**config.mk**
```make
export PLATFORM = sky130hd
export DESIGN_NAME = gf_inv_seq
export DESIGN_NICKNAME = d
export VERILOG_FILES = /design/src/rtl/gf_inv_seq.sv
export SDC_FILE = /design/constraint.sdc
export NUM_CORES = 1
export LEC_CHECK = 0
export BUFFER_PORTS_ARGS = -buffer_cell sky130_fd_sc_hd__buf_2
export CAP_MARGIN = 20
export CORE_MARGIN = 4
export CORE_UTILIZATION = 58
export CTS_CLUSTER_DIAMETER = 60
export CTS_CLUSTER_SIZE = 20
export DETAILED_ROUTE_END_ITERATION = 16
export GPL_ROUTABILITY_DRIVEN = 0
export HOLD_SLACK_MARGIN = 0.02
export PLACE_DENSITY = 0.86
export SYNTH_ARGS = -nofsm -noshare
export SYNTH_HDL_FRONTEND = slang
export SYNTH_SLANG_ARGS = --single-unit
```
**constraint.sdc**
```tcl
create_clock -name clk -period 3.2 [get_ports clk]
set_input_delay 0.16 -clock clk [delete_from_list [all_inputs] [get_ports clk]]
set_output_delay 0.16 -clock clk [all_outputs]
set_load 0.02 [all_outputs]
```
**src/rtl/gf_inv_seq.sv**
```systemverilog
// -----------------------------------------------------------------------------
// gf_inv_seq
// Iterative GF(2^8) multiplicative inverse, inv(x) = x^254, computed by
// square-and-multiply with one GF square plus one GF multiply per cycle.
// Sits directly upstream of s_box, whose affine transform completes SubBytes.
// One operand is in flight at a time; a valid/ready handshake on both sides
// lets several AES-256 control FSMs share a single unit.
//
// Parameters
//   POLY       low byte of the reduction polynomial (x^8+x^4+x^3+x+1 -> 8'h1B)
//
// Ports
//   clk        in   1  clock, all state updates on the rising edge
//   rst        in   1  synchronous, active-high reset
//   in_valid   in   1  in_byte holds an operand
//   in_ready   out  1  unit idle and able to accept an operand (registered)
//   in_byte    in   8  operand x, sampled only on the accepting edge
//   out_valid  out  1  out_byte holds inv(x) (registered)
//   out_ready  in   1  consumer takes out_byte this cycle
//   out_byte   out  8  inv(x), inv(0) = 0 (registered)
// -----------------------------------------------------------------------------
module gf_inv_seq #(
    parameter logic [7:0] POLY = 8'h1B
) (
    input  logic       clk,
    input  logic       rst,
    input  logic       in_valid,
    output logic       in_ready,
    input  logic [7:0] in_byte,
    output logic       out_valid,
    input  logic       out_ready,
    output logic [7:0] out_byte
);

    typedef enum logic [1:0] {
        IDLE = 2'd0,
        CALC = 2'd1,
        DONE = 2'd2
    } state_t;

    // Shift-and-add GF(2^8) multiply; reduce whenever bit 7 is shifted out.
    function automatic logic [7:0] gmul(input logic [7:0] a, input logic [7:0] b);
        logic [7:0] prod;
        logic [7:0] addend;
        prod   = 8'h00;
        addend = a;
        for (int i = 0; i < 8; i++) begin
            if (b[i]) begin
                prod = prod ^ addend;
            end else begin
                prod = prod;
            end
            if (addend[7]) begin
                addend = {addend[6:0], 1'b0} ^ POLY;
            end else begin
                addend = {addend[6:0], 1'b0};
            end
        end
        return prod;
    endfunction

    state_t     state_q, state_d;
    logic [7:0] sq_q, sq_d;
    logic [7:0] acc_q, acc_d;
    logic [2:0] step_q, step_d;
    logic       in_ready_q, in_ready_d;
    logic       out_valid_q, out_valid_d;
    logic [7:0] out_byte_q, out_byte_d;

    logic [7:0] sq_sq_s;
    logic [7:0] acc_mul_s;

    // Datapath: next square of the running power and the accumulator times it.
    always_comb begin
        sq_sq_s   = gmul(sq_q, sq_q);
        acc_mul_s = gmul(acc_q, sq_sq_s);
    end

    // Next-state and next-output logic for the IDLE/CALC/DONE sequencer.
    always_comb begin
        state_d     = state_q;
        sq_d        = sq_q;
        acc_d       = acc_q;
        step_d      = step_q;
        in_ready_d  = in_ready_q;
        out_valid_d = out_valid_q;
        out_byte_d  = out_byte_q;
        case (state_q)
            IDLE: begin
                if (in_valid) begin
                    sq_d       = in_byte;
                    acc_d      = 8'h01;
                    step_d     = 3'd0;
                    in_ready_d = 1'b0;
                    state_d    = CALC;
                end else begin
                    in_ready_d = 1'b1;
                end
            end
            CALC: begin
                // Step n folds x^(2^(n+1)) into acc; after step 6 acc = x^254.
                sq_d   = sq_sq_s;
                acc_d  = acc_mul_s;
                step_d = step_q + 3'd1;
                if (step_q == 3'd6) begin
                    out_byte_d  = acc_mul_s;
                    out_valid_d = 1'b1;
                    state_d     = DONE;
                end else begin
                    state_d = CALC;
                end
            end
            DONE: begin
                if (out_ready) begin
                    out_valid_d = 1'b0;
                    in_ready_d  = 1'b1;
                    state_d     = IDLE;
                end else begin
                    state_d = DONE;
                end
            end
            default: begin
                state_d     = IDLE;
                in_ready_d  = 1'b1;
                out_valid_d = 1'b0;
            end
        endcase
    end

    // State and output registers; reset discards any operand in flight.
    always_ff @(posedge clk) begin
        if (rst) begin
            state_q     <= IDLE;
            sq_q        <= 8'h00;
            acc_q       <= 8'h00;
            step_q      <= 3'd0;
            in_ready_q  <= 1'b1;
            out_valid_q <= 1'b0;
            out_byte_q  <= 8'h00;
        end else begin
            state_q     <= state_d;
            sq_q        <= sq_d;
            acc_q       <= acc_d;
            step_q      <= step_d;
            in_ready_q  <= in_ready_d;
            out_valid_q <= out_valid_d;
            out_byte_q  <= out_byte_d;
        end
    end

    assign in_ready  = in_ready_q;
    assign out_valid = out_valid_q;
    assign out_byte  = out_byte_q;

endmodule

```
==> results of run 1 <==
## final timing paths
kind	from	to	slack, ns	depth (start not counted)
max	sq_q[7]	out_byte[4]	0.11	10
min	in_byte[6]	sq_q[6]	0.14	3
max reg2reg	sq_q[7]	out_byte[4]	0.11	10
min reg2reg	acc_q[5]	acc_q[5]	0.49	2
## state kept, by name, indices dropped and copies added (netlist names)
name       count
acc_q          8
out_byte       8
sq_q           8
step_q         3
state_q        2
in_ready       1
out_valid      1
## where the power goes
part	total (mW)	internal [mW]	switching, mW
Combinational	2.71	1.30	1.41
Clock	0.310	0.168	0.142
Sequential	0.559	0.443	0.116
Total	3.58	1.91	1.67
## stage by stage
step / setup WS [ns] / setup TNS [ns]
2_1_floorplan: 0.305 / 0
3_3_place_gp: 0.117 / 0
3_5_place_dp: 0.0752 / 0
4_1_cts: 0.0403 / 0
5_1_grt: -0.00943 / -0.00943
6_report: 0.107 / 0
## what timing repair did
action	4_1_cts	5_1_grt
setup endpoints to repair	0	16
gates resized for setup	0	7
buffers inserted	0	0
hold endpoints to repair	0	0
## routing by layer
metal / track usage / share of wire / vias to the layer above
met5: 0 / 0 / -
met3: 0.0314 / 0.059 / 28
met4: 0.0892 / 0.029 / 0
li1: - / - / 1488
met1: 0.312 / 0.42 / 1486
met2: 0.431 / 0.50 / 128
## tightest hold or removal path, stage by stage
cell	delay (ns)
buf_2	0.08
a221oi_1	0.06
nor2_1	0.08
## cells in the mapped netlist (9+ instances only)
library cell / count
a21oi_1: 21
buf_2: 12
clkbuf_1: 9
dfxtp_1: 31
inv_1: 10
mux2i_1: 12
nand2_1: 47
nand2b_1: 9
nor2_1: 63
nor2b_1: 9
xnor2_1: 58
xnor3_1: 14
xor2_1: 20
## cell families (layout without fill, tap and decap cells)
| kind of cell | after synthesis | after routing | share of synthesized area |
|---|---|---|---|
| AO/OA/AOI/OAI | 74 | 74 | 0.144 |
| XOR/XNOR | 104 | 104 | 0.350 |
| adder cells (fa/ha/maj) | 3 | 3 | 0.0105 |
| buffers and inverters | 45 | 70 | 0.0723 |
| flip-flops | 31 | 31 | 0.173 |
| multiplexers | 17 | 17 | 0.0503 |
| AND/OR/NAND/NOR | 158 | 158 | 0.200 |
## layout make-up
cell class                      count  area, um2
Clock buffer                        6       82.6
Clock inverter                      1       5.00
Fill cell                         467       2050
Inverter                           11       41.3
Multi-Input combinational cell    356       2720
Sequential cell                    31        624
Tap cell                           75       93.8
Timing Repair Buffer               52        338
==> flow_summary.yaml, run 1 <==
yosys:
  synth_area_per_cell_um2: 8.29
  syn_area_um2: 3580
  synth-edff-count: 0
  synth.top_cells.by_area: "dfxtp_1 (17%), xnor2_1 (14%), xnor3_1 (8.8%)"
  synth_seq_cells: 31
  syn_nets: 447
  synthArstFlopShare: 0
  yosysTopAreaCellShare: 0.173
  ys_warn_count: 0
  yosysSeqAreaShare: 0.173
  synthDistinctLibCells: 58
  syn_inst: 432
  yosys.area.top_type: "dfxtp_1"
  synthFlopType: "dfxtp_1"
pwr:
  p_leak_nw: 1.58
  power_mw: 3.58
  p_per_area_nw_per_um2: 917
  peakVddDrop_uv: 674
timing:
  maxSlewHeadroom: 0.436
  skew_ns: 0.00545
  finalHoldViolations: 0
  post-route-min-period_ns: 3.09
  tightestPinTransition_ns: 0.839
  holdWs_ns: 0.136
  maxSlewViolCount: 0
  setup_viol: 0
  fin_crit_sh: 0.967
  max_freq_mhz: 323
layout:
  final_cell_area_um2: 3900
  mostFrequentLayoutCells: "nor2_1 (63), xnor2_1 (58), nand2_1 (47), buf_4 (31), dfxtp_1 (28)"
  num_antenna_cells: 0
  utilization: 0.655
  syn_to_final_growth_pct: 8.98
  layout-drive-gt1-share: 0.199
  layout.cells.non_filler: 532
  nNetsFinal: 472
  layout_commonest_cell: "nor2_1"
global_route:
  grt_overflow_total: 0
  grt_use_total: 0.247
  grt_first_pass_wirelength_um: 14800
  first_global_vias: 3079
  antenna_found_initial: 0
  grt_max_degree: 29
min_path:
  hp-class: "input port to flop"
drt:
  firstDrtPassIters: 7
  routed_via_density: 5.88
  drt-total-wl_um: 8780
  num_vias: 3130
  ant_nets: 0
  wl_per_cell_um: 16.5
  drtIter0Drc: 240
  remaining_drc_errors: 0
setup_path:
  crit_buf_inv: 0
  crit_type: "flop to flop"
  required_ns: 3.35
  cp_slowest_cell: "or3_4"
  cp_top_family: "compound AO/OA/AOI/OAI gates"
  crit_arrival_ns: 3.24
  cp_max_fo: 8
  crit_chain: "ha_2 > xor2_1 > a211oi_1 > o211a_1 > or3_4 > and2_4 > a221o_1 > a21oi_1 > nand2b_1 > o211ai_1"
  critPathMaxStageDelay_ns: 0.43
  endpoint_kind: "flop"
  start_kind: "flop"
clock_network:
  htree_num_levels: 2
  cts.reportedPaths.clkPinSlew_ns: 0.07
  cts_buffer_depth: 2
  cts_hold_buf: 0
  tritoncts.num_buffers: 5
  tritoncts: "yes"
  clock_latency_ns: 0.28
  cts_sinks: 31
  cts_root_buffer: "clkbuf_8"
die:
  die_h_um: 86.6
  die_x_um: 86.6
  row_count: 28
  initial_core_util: 0.601
  io_pins: 22
  core-area_um2: 5960
  die_area_um2: 7500
place:
  dpl-instance-area_um2: 3800
  dp_hpwl_um: 6520
  dp.cells: 525
  numPortBuffers: 21
job:
  cap_violations: 0
outcome:
  status: "completed"
(Power assumes the default switching activity.)
==> inputs of run 2 (changes only) <==
Settings changed: PLACE_DENSITY 0.86 to 0.75.
==> run 2 against run 1 <==
Clock skew rose by 0.0029 ns. Combinational power rose by 3%. Sequential share of layout area fell by 0.17 points. Sequential cell count did not move. Register-to-register slack improved by 0.11 ns. Sequential power rose by 1%.
==> flow_summary.yaml, run 2 (synthesis gave the netlist of run 1 again) <==
layout:
  layout.cells.non_filler: 536
  nNetsFinal: 475
  layout_commonest_cell: "nor2_1"
  num_antenna_cells: 0
  layout-drive-gt1-share: 0.208
  multi_input_area_um2: 2720
  filler_cell_count: 521
  utilization: 0.664
  mostFrequentLayoutCells: "nor2_1 (63), xnor2_1 (58), nand2_1 (47), buf_4 (34), dfxtp_1 (27)"
  final-seq-area_um2: 626
  syn_to_final_growth_pct: 10.4
  final_cell_area_um2: 3950
place:
  dp_hpwl_um: 6430
  numPortBuffers: 21
  dpl-instance-area_um2: 3820
  dp_slack_ns: 0.0870
  dp.cells: 528
setup_path:
  required_ns: 3.38
  r2r-end: "acc_q[7]"
  crit_arrival_ns: 3.16
  crit_type: "flop to flop"
  reg2reg_depth: 10
  cp_max_fo: 8
  ff2ff_setup_slack_ns: 0.22
  r2r_start: "sq_q[7]"
  endpoint_kind: "flop"
  start_kind: "flop"
clock_network:
  tritoncts: "yes"
  tritoncts.num_buffers: 5
  cts_sinks: 31
  cts_buffer_depth: 2
  cts_root_buffer: "clkbuf_8"
  clock_latency_ns: 0.28
  htree_num_levels: 2
  cts.reportedPaths.clkPinSlew_ns: 0.07
global_route:
  grt_use_total: 0.241
  first_global_vias: 3010
  antenna_found_initial: 0
  grt_max_degree: 29
  grt_overflow_total: 0
  grt_first_pass_wirelength_um: 14400
timing:
  setup_viol: 0
  worst_slack_ns: 0.217
  rsz0062_at_grt: "false"
  finalHoldViolations: 0
  holdWs_ns: 0.123
  maxSlewHeadroom: 0.422
  fin_setup_tns_ns: 0
  post-route-min-period_ns: 2.98
  fin_crit_sh: 0.932
  skew_ns: 0.00840
  max_freq_mhz: 335
  tightestPinTransition_ns: 0.860
  maxSlewViolCount: 0
pwr:
  peakVddDrop_uv: 662
  p_leak_nw: 1.60
  power_mw: 3.75
  p_per_area_nw_per_um2: 948
drt:
  wl_per_cell_um: 15.8
  routed_via_density: 5.69
  remaining_drc_errors: 0
  drtIter0Drc: 230
  ant_nets: 0
  drt-total-wl_um: 8490
  num_vias: 3049
  firstDrtPassIters: 5
min_path:
  hp-class: "input port to flop"
  min_from: "in_byte[6]"
  hold_path_end: "sq_q[6]"
  holdPathStages: 3
die:
  row_count: 28
  die_x_um: 86.6
  die_area_um2: 7500
  io_pins: 22
  initial_core_util: 0.601
  core-area_um2: 5960
  die_h_um: 86.6
outcome:
  status: "completed"
job:
  cap_violations: 0
## run 2: changes by cell type in the layout (fill, tap and decap cells not counted), sizes merged
cell | previous run | this run
buf | 52 | 55
bufinv | 0 | 1
## run 2: layout make-up
class	count	area share
Sequential cell	31	0.158
Inverter	11	0.0104
Clock buffer	6	0.0209
Tap cell	75	0.0237
Clock inverter	2	0.00886
Multi-Input combinational cell	356	0.687
Timing Repair Buffer	55	0.0911
## run 2: worst max path at each step
stage	startpoint	endpoint
2_1_floorplan	sq_q[0]	acc_q[7]
3_3_place_gp	sq_q[1]	out_byte[0]
3_5_place_dp	sq_q[1]	out_byte[0]
4_1_cts	sq_q[1]	out_byte[0]
5_1_grt	sq_q[7]	out_byte[6]
6_report	sq_q[7]	acc_q[7]
## run 2: timing repair
item,CTS,global route
gates resized for setup,0,8
setup buffers,0,0
endpoints found under the setup margin,0,14
hold buffers,0,0
## run 2: metal layers
layer	GRT usage	routed length (um)
met4	0.0907	178
met3	0.0190	341
met5	0	0
met2	0.412	4230
met1	0.318	3740
## run 2: worst max-delay path, cell delays in order, from the launching register on
cell and delay, ns:
dfxtp_1 0.32, ha_2 0.42, xor2_1 0.29, a211oi_1 0.12, o211a_1 0.25, or3_4 0.42
a21oi_2 0.15, xnor3_1 0.42, xnor2_1 0.15, xnor2_1 0.15, a22o_1 0.20
## run 2: report_power, final
group / switching [mW] / internal [mW]
clock: 0.147 / 0.252
sequential: 0.122 / 0.443
combinational: 1.43 / 1.36
total: 1.70 / 2.05
